--- src/rtl/lfsr.sv ---
// Fibonacci LFSR serial PRBS source: seed load on ld&en, one shift per enabled edge, registered MSB out.
// Optional macro LFSR_LOCKUP_RECOVERY_EN reseeds from the all-zero state and adds a lockup pulse output.
module lfsr #(
    parameter int                    LFSR_WIDTH      = 11,
    parameter logic [LFSR_WIDTH-1:0] LFSR_POLYNOMIAL = 11'b10100000000,
    parameter logic [LFSR_WIDTH-1:0] LFSR_SEED       = 11'b11011011011
) (
    input  logic clk,
    input  logic reset_n,
    input  logic ld,
    input  logic en,
    output logic dout
`ifdef LFSR_LOCKUP_RECOVERY_EN
    ,
    output logic lockup
`endif
);

    logic [LFSR_WIDTH-1:0] state;
    logic [LFSR_WIDTH-1:0] next_state;
    logic                  fb;

    assign fb = ^(state & LFSR_POLYNOMIAL);

`ifdef LFSR_LOCKUP_RECOVERY_EN
    logic recover;

    // A step out of the all-zero state would stay stuck, so reseed instead.
    assign recover = en && !ld && (state == '0);

    always_comb begin
        next_state = state;
        if (en) begin
            if (ld || recover) begin
                next_state = LFSR_SEED;
            end else begin
                next_state = {state[LFSR_WIDTH-2:0], fb};
            end
        end
    end

    always_ff @(posedge clk or negedge reset_n) begin
        if (!reset_n) begin
            lockup <= 1'b0;
        end else begin
            lockup <= recover;
        end
    end
`else
    always_comb begin
        next_state = state;
        if (en) begin
            if (ld) begin
                next_state = LFSR_SEED;
            end else begin
                next_state = {state[LFSR_WIDTH-2:0], fb};
            end
        end
    end
`endif

    // dout takes the MSB from before the update, so the load edge emits the old state's MSB.
    always_ff @(posedge clk or negedge reset_n) begin
        if (!reset_n) begin
            state <= '0;
            dout  <= 1'b0;
        end else begin
            state <= next_state;
            if (en) begin
                dout <= state[LFSR_WIDTH-1];
            end
        end
    end

endmodule

--- config.mk ---
export PLATFORM = sky130hd
export DESIGN_NAME = lfsr
export DESIGN_NICKNAME = d
export VERILOG_FILES = /design/src/rtl/lfsr.sv
export SDC_FILE = /design/constraint.sdc
export NUM_CORES = 1
export LEC_CHECK = 0
export ABC_AREA = 1
export BUFFER_PORTS_ARGS = -buffer_cell sky130_fd_sc_hd__clkbuf_2
export CAP_MARGIN = 20
export CORE_AREA = 2 2 39 41
export DETAILED_ROUTE_END_ITERATION = 12
export DIE_AREA = 0 0 41 43
export MAX_ROUTING_LAYER = met4
export PLACE_DENSITY = 0.61
export SLEW_MARGIN = 20
export SYNTH_ARGS = -nofsm -noshare
export SYNTH_HDL_FRONTEND = slang
export SYNTH_SLANG_ARGS = --single-unit
--- constraint.sdc ---
create_clock -name clk -period 1.25 [get_ports clk]
set_input_delay 0.0625 -clock clk [delete_from_list [all_inputs] [get_ports clk]]
set_output_delay 0.0625 -clock clk [all_outputs]
set_load 0.005 [all_outputs]
# --- Yosys cells after proc, flatten, opt, wreduce, memory -nomap -nowiden ---
# Index checks and enable logic that the tools add are counted.
word_totals:
  n_memories: 0
  in_bits: 4
  reg_bits: 12
  latchBits: 0
  ram_bits: 0
  mem_bits_ro: 0
op_classes:
  n_mux: 1
  n_div: 0
  n_lt_le_gt_ge: 0
  n_shift: 0
  n_bitwise: 0
  eq_ne: 0
  reduce_logical: 1
  n_mul: 0
  add_sub_neg: 0
op_table:
  columns: ["op", "n"]
  rows:
  - ["$mux W11", 1]
  - ["$reduce_xor A11 Y1", 1]

# --- Longest topological paths before layout ---
# Gate-level depths: netlist (run 1).
depth:
  word_depth: 2
  depth_mapped: 5
  depth_no_buf: 5

# --- Least setup slack after synthesis (run 1) ---
# Ideal clock, no wire load.
synth_path:
  path_type: "register -> register"
  startpoint: "register state[8]"
  endpoint: "register state[0]"
  setup_ps: 113
  setup_slack_ps: 567
  stages_incl_launch_ff: 6
  arrival_ps: 570
  path_cell_list: "dfrtp_1 inv_1 nand2_1 nand3_1 nand2_1 inv_1"
synth_between:
  elab_chain_cells: 2
synth_lines:
  columns: ["item", "line", "text"]
  rows:
  - ["start, declared", "19", "logic [LFSR_WIDTH-1:0] state;"]
  - ["start signal, assigned", "68", "state <= next_state;"]
  - ["$reduce_xor A11 Y1", "23", "assign fb = ^(state & LFSR_POLYNOMIAL);"]
  - ["$mux W11", "53", "if (ld) begin"]
# Every way passes these cells.
# A chain may end at the register's enable or synchronous reset.

# --- Worst setup path after layout (run 1) ---
layout_path:
  startpoint: "register dout"
  endpoint: "output dout"
layout_lines:
  columns: ["item", "line", "text"]
  rows:
  - ["start, declared", "12", "output logic dout"]
  - ["start signal, assigned", "70", "dout <= state[LFSR_WIDTH-1];"]
# No word-level cell between the ends.

==> results.sh, run 1 <==
export IMPL_dr_pass1_iters=4
export IMPL_dp_cells=65
export IMPL_rsz0062_at_grt="no"
export IMPL_crit_end="dout"
export IMPL_instances_no_fill=70
export IMPL_dieHeight_um=43
export IMPL_cp_end_kind="output pin"
export IMPL_whs_ps=55.3
export IMPL_powerDensity_mw_per_mm2=1520
export IMPL_synthAdderAreaFrac=0
export IMPL_synth_top_family_by_area="compound AO/OA/AOI/OAI gates"
export IMPL_clockBufferDepth=2
export IMPL_path_cells="clkbuf_2"
export IMPL_reg2reg_depth=5
export IMPL_cts_hold_fix_buffers=1
export IMPL_antenna_left=0
export IMPL_start_kind="flop"
export IMPL_layout_commonest_cell="inv_1"
export IMPL_netlist_area_um2=479
export IMPL_r2r_end="state[0]$_DFFE_PN0P_"
export IMPL_drive_above_1_share=0.185
export IMPL_grt_pass1_wl_um=1460
export IMPL_r2r_start="state[8]$_DFFE_PN0P_"
export IMPL_root_buffer="clkbuf_4"
export IMPL_synthCells=46
export IMPL_place_port_buffers=4
export IMPL_min_period_ps=830
export IMPL_gp_congestion=0.802
export IMPL_crit_path_start="dout$_DFFE_PN0P_"
export IMPL_synth_fp_nets=50
export IMPL_antenna_found_initial=0
export IMPL_max_slew_margin=0.800
export IMPL_numCtsBuffers=3
export IMPL_synth_warnings=0
export IMPL_leakage_uw=0.000296
export IMPL_hold_violations=0
export IMPL_max_vdd_ir_drop_mv=0.635
export IMPL_overflow=0
export IMPL_drc_errors=0
export IMPL_io_pins=5
export IMPL_clock_sinks=12
export IMPL_post_cts_setup_buffers=0
export IMPL_ys_seq_area_frac=0.627
export IMPL_crit_fanout=2
export IMPL_clock_skew_ps=1.72
export IMPL_synth_cell_types=10
export IMPL_mostFrequentLayoutCells="13 x inv_1, 12 x dfrtp_1, 7 x a22oi_1"
export IMPL_start_util=0.346
export IMPL_die_area_mm2=0.00176
export IMPL_routed_via_density=4.80
export IMPL_drt_iter0_drc=16
export IMPL_setup_tns_ps=0
export IMPL_hold_path_class="in -> reg"
export IMPL_syn_avg_cell_area_um2=10.4
export IMPL_core_area_mm2=0.00138
export IMPL_grt_pass1_vias=329
export IMPL_n_antenna_cell=0
export IMPL_post_synth_and_or_nand_nor_area_fraction=0.0809
export IMPL_timing_critical_path_buf_inv=1
export IMPL_synth_mux_area_frac=0
export IMPL_worst_pin_slew_ps=301
export IMPL_synth_xor_area_share=0
export IMPL_htree_num_levels=1
export IMPL_wl_um=874
export IMPL_status="finished, final reports clean"
export IMPL_clk_latency_ps=280
export IMPL_row_count=14
export IMPL_max_freq_mhz=1210
export IMPL_ys_seq_elements=12
export IMPL_synth_compound_area_frac=0.159
export IMPL_clk_pin_slew_ps=80
export IMPL_wire_per_inst_um=12.5
export IMPL_die_w_um=41
export IMPL_cp_required_ps=1190
export IMPL_hpwl_um=588
export IMPL_crit_family="flip-flops"
export IMPL_grt_start_max_net_pins=13
export IMPL_finalCritPeriodShare=0.664
export IMPL_crit_cells=1
export IMPL_drv_cap=0
export IMPL_syn_to_final_growth_pct=15.7
export IMPL_slew_violations=0
export IMPL_cts_resized=0
export IMPL_tritoncts="yes"
export IMPL_cp_arrival_ps=770
export IMPL_critPathMaxStageDelay_ps=380
export IMPL_fin_nets=59
export IMPL_vias=336
export IMPL_final_setup_viol_count=0
export IMPL_slowest_stage="dfrtp_1"
export IMPL_path_class="reg -> out"
export IMPL_r2r_setup_slack_ps=450
export IMPL_grt_usage=0.139
## how the worst min path moves through the flow
| stage | startpoint | end | slack (ps) | cells after the start |
|---|---|---|---|---|
| after floorplan | reset_n | dout$_DFFE_PN0P_ | -230 | 0 |
| after global placement | reset_n | state[4]$_DFFE_PN0P_ | -40 | 1 |
| after detailed placement | reset_n | state[4]$_DFFE_PN0P_ | -40 | 1 |
| after CTS | en | state[5]$_DFFE_PN0P_ | 50 | 2 |
| after global routing | en | state[5]$_DFFE_PN0P_ | 60 | 2 |
| final | en | state[5]$_DFFE_PN0P_ | 60 | 2 |
## state kept, by name, summed over array words and instances, names as in the netlist
register  count
dout          1
state        11
## Yosys cell counts
| cell type | count | area [µm²] |
|---|---|---|
| nand3_1 | 1 | 5.00 |
| nand2_1 | 6 | 22.5 |
| a22oi_1 | 7 | 52.6 |
| o21ai_0 | 1 | 5.00 |
| inv_2 | 1 | 3.75 |
| o22ai_1 | 3 | 18.8 |
| nor2_4 | 1 | 11.3 |
| buf_6 | 1 | 11.3 |
| inv_1 | 13 | 48.8 |
| dfrtp_1 | 12 | 300 |
## logic make-up after synthesis
| group | Yosys count |
|---|---|
| buffers and inverters | 15 |
| DFF | 12 |
| and+or+nand+nor | 8 |
| AOI/OAI and AO/OA | 11 |
## routing by layer
layer / wire length, µm / track usage / vias up / part of all wire
li1: - / - / 163 / -
met1: 419 / 0.172 / 159 / 0.48
met2: 381 / 0.172 / 9 / 0.44
met3: 45 / 0.0471 / 5 / 0.051
met4: 27 / 0.120 / 0 / 0.031
met5: 0 / - / - / 0
## where the power goes
group | total [µW] | switching, µW | internal, µW
Combinational | 94.0 | 60.2 | 33.8
Sequential | 439 | 13.0 | 426
Clock | 312 | 135 | 177
Total | 845 | 208 | 637
## layout make-up
| class | instances | area, µm² |
|---|---|---|
| Fill cell | 138 | 830 |
| Sequential cell | 12 | 300 |
| Inverter | 14 | 52.6 |
| Timing Repair Buffer | 5 | 30.0 |
| Clock buffer | 4 | 36.3 |
| Tap cell | 16 | 20.0 |
| Multi-Input combinational cell | 19 | 115 |
## metrics by stage
stage | instance area, µm² | total power (µW) | utilization | setup WS (ps)
2_1_floorplan | 479 | 505 | - | 567
3_3_place_gp | 508 | 533 | 0.367 | 463
3_5_place_dp | 508 | 537 | 0.367 | 447
4_1_cts | 554 | 853 | 0.401 | 411
5_1_grt | 554 | 903 | 0.401 | 374
6_report | 554 | 845 | 0.401 | 420
Power figures use the tool's default switching activity.
==> run 2: changes to the inputs <==
--- a/config.mk
+++ b/config.mk
@@ -5,14 +5,14 @@
 export SDC_FILE = /design/constraint.sdc
 export NUM_CORES = 1
 export LEC_CHECK = 0
-export ABC_AREA = 1
+export ABC_AREA = 0
 export BUFFER_PORTS_ARGS = -buffer_cell sky130_fd_sc_hd__clkbuf_2
 export CAP_MARGIN = 20
 export CORE_AREA = 2 2 39 41
 export DETAILED_ROUTE_END_ITERATION = 12
 export DIE_AREA = 0 0 41 43
 export MAX_ROUTING_LAYER = met4
-export PLACE_DENSITY = 0.61
+export PLACE_DENSITY = 0.62
 export SLEW_MARGIN = 20
 export SYNTH_ARGS = -nofsm -noshare
 export SYNTH_HDL_FRONTEND = slang
==> constraint.sdc (replaced) <==
create_clock -name clk -period 0.8 [get_ports clk]
set_input_delay 0.04 -clock clk [delete_from_list [all_inputs] [get_ports clk]]
set_output_delay 0.04 -clock clk [all_outputs]
set_load 0.005 [all_outputs]
==> results.sh, run 2 <==
export IMPL_drc_errors=0
export IMPL_synth_top_family_by_area="simple AND/OR/NAND/NOR gates"
export IMPL_max_vdd_ir_drop_mv=1.10
export IMPL_crit_fanout=3
export IMPL_htree_num_levels=1
export IMPL_synthFlopType="dfrtp_1"
export IMPL_yosys_cell_count_top_type="nor2_1"
export IMPL_gp_congestion=0.648
export IMPL_tritoncts="yes"
export IMPL_post_synth_and_or_nand_nor_area_fraction=0.152
export IMPL_grt_pass1_vias=348
export IMPL_yosysTopAreaCell="dfrtp_1"
export IMPL_grt_start_max_net_pins=15
export IMPL_cp_required_ps=960
export IMPL_synthCells=47
export IMPL_synth_mux_area_frac=0.0304
export IMPL_netlist_area_um2=494
export IMPL_pwr_share_clk=0.351
export IMPL_dr_pass1_iters=2
export IMPL_crit_path_start="state[8]$_DFFE_PN0P_"
export IMPL_cp_arrival_ps=1020
export IMPL_leakage_uw=0.000254
export IMPL_instances_no_fill=73
export IMPL_setup_ws_ps=-60.1
export IMPL_worst_pin_slew_ps=306
export IMPL_dp_cells=67
export IMPL_layout_commonest_cell="nor2_1"
export IMPL_cts_resized=0
export IMPL_wl_um=843
export IMPL_drive_above_1_share=0.281
export IMPL_p_seq_frac=0.526
export IMPL_rsz0062_at_grt="yes"
export IMPL_min_period_ps=860
export IMPL_wire_per_inst_um=11.5
export IMPL_row_count=14
export IMPL_syn_to_final_growth_pct=18.7
export IMPL_clock_sinks=12
export IMPL_core_area_mm2=0.00138
export IMPL_max_freq_mhz=1160
export IMPL_synth_fp_nets=51
export IMPL_synthTopCellsByCount="15 x nor2_1, 12 x dfrtp_1, 7 x a21oi_1"
export IMPL_internal_power_uw=1030
export IMPL_hold_path_class="in -> reg"
export IMPL_post_place_ws_ps=-47.9
export IMPL_clockBufferDepth=2
export IMPL_clk_latency_ps=270
export IMPL_max_slew_margin=0.796
export IMPL_fin_nets=62
export IMPL_synth_cell_types=12
export IMPL_grt_usage=0.122
export IMPL_ys_seq_area_frac=0.608
export IMPL_syn_avg_cell_area_um2=10.5
export IMPL_synthArstFlopShare=1.00
export IMPL_finalCritPeriodShare=1.08
export IMPL_synth_warnings=0
export IMPL_yosysTopAreaCellShare=0.608
export IMPL_top_regs="state: 11 flops, dout: 1 flops"
export IMPL_io_pins=5
export IMPL_antenna_left=0
export IMPL_dieHeight_um=43
export IMPL_die_area_mm2=0.00176
export IMPL_slew_violations=0
export IMPL_synth_compound_area_frac=0.137
export IMPL_routed_via_density=4.82
export IMPL_top_register="state"
export IMPL_vias=352
export IMPL_start_util=0.357
export IMPL_status="complete, but fails checks"
export IMPL_die_w_um=41
export IMPL_switching_power_uw=309
export IMPL_hpwl_um=563
export IMPL_powerDensity_mw_per_mm2=2290
export IMPL_cp_end_kind="flop"
export IMPL_n_antenna_cell=0
export IMPL_r2r_start="state[8]$_DFFE_PN0P_"
export IMPL_drt_iter0_drc=4
export IMPL_synthAdderAreaFrac=0
export IMPL_combPwrFrac=0.123
export IMPL_synth_edff_count=0
export IMPL_hp_start="ld"
export IMPL_grt_pass1_wl_um=1360
export IMPL_synth_xor_area_share=0.0177
export IMPL_drv_cap=0
export IMPL_swShare=0.230
export IMPL_overflow=0
export IMPL_antenna_found_initial=0
export IMPL_root_buffer="clkbuf_4"
export IMPL_mostFrequentLayoutCells="15 x nor2_1, 12 x dfrtp_1, 7 x a21oi_1"
export IMPL_violations="setup timing"
export IMPL_path_class="reg -> reg"
export IMPL_clock_skew_ps=0.643
export IMPL_largest_reg_flops=11
export IMPL_final_setup_viol_count=3
export IMPL_numCtsBuffers=3
export IMPL_ys_seq_elements=12
export IMPL_synthTopCellsByArea="dfrtp_1 61%, nor2_1 11%, a21oi_1 7.1%"
export IMPL_place_port_buffers=4
export IMPL_hold_violations=0
export IMPL_clk_pin_slew_ps=70
export IMPL_start_kind="flop"
run 2: power by group through the flow:
| stage | combinational (µW) | sequential (µW) | clock (µW) |
|---|---|---|---|
| floorplan | 111 | 710 | 0 |
| global placement | 151 | 716 | 0 |
| detailed placement | 154 | 718 | 0 |
| CTS | 159 | 707 | 488 |
| global route | 186 | 713 | 522 |
| finish | 165 | 706 | 472 |
run 2: final cells by class:
class / count / area (µm²)
fill: 146 / 797
clock buffer: 4 / 36.3
multi-input combinational: 31 / 166
tap: 16 / 20.0
inverter: 1 / 3.75
timing repair buffer: 9 / 60.1
sequential: 12 / 300
run 2: logic make-up (layout without fill, tap and decap cells):
group           Yosys count  count (layout)
simple gates             18              18
flops                    12              12
compound gates           11              11
buf+inv                   4              14
xor+xnor                  1               1
mux                       1               1
run 2: routing by layer:
layer  wire length, µm  global-route usage  up-vias  part of all wire
met2               406               0.178        5              0.48
li1                  -                   -      175                 -
met3                23              0.0157        2             0.027
met4                12               0.100        0             0.014
met5                 0                   -        -                 0
met1               399               0.141      170              0.47
run 2: final timing paths:
check	to	slack (ps)	cells past startpoint
worst min register to register	state[8]$_DFFE_PN0P_	510	1
worst min-delay path	state[3]$_DFFE_PN0P_	130	3
worst max-delay path	state[8]$_DFFE_PN0P_	-60	2
worst max register to register	state[8]$_DFFE_PN0P_	-60	2
max in group asynchronous	state[0]$_DFFE_PN0P_	370	2
min in group asynchronous	state[10]$_DFFE_PN0P_	190	2
run 2: repair_timing:
action / 4_1_cts / 5_1_grt
buffers inserted: 0 / 1
setup endpoints to repair: 4 / 6
hold buffers: 1 / 0
cloned: 0 / 0
pin swaps: 0 / 1
endpoints found under the hold margin: 12 / 0
run 2: stage by stage:
step                      utilization  cell area, µm²  hold WS [ps]  setup TNS, ps  total power, µW
after floorplan                     -             494          -256          -14.0              821
after global placement          0.385             533         -63.3          -56.8              867
after detailed placement        0.385             533         -60.6          -68.8              872
after CTS                       0.419             579           134           -123             1350
after global routing            0.424             587           172           -270             1420
final                           0.424             587           132           -102             1340
run 2: worst max-delay path, cell delays in order (launching register included):
cell and delay, ps:
dfrtp_1 400, nor2b_1 140, a31o_2 210
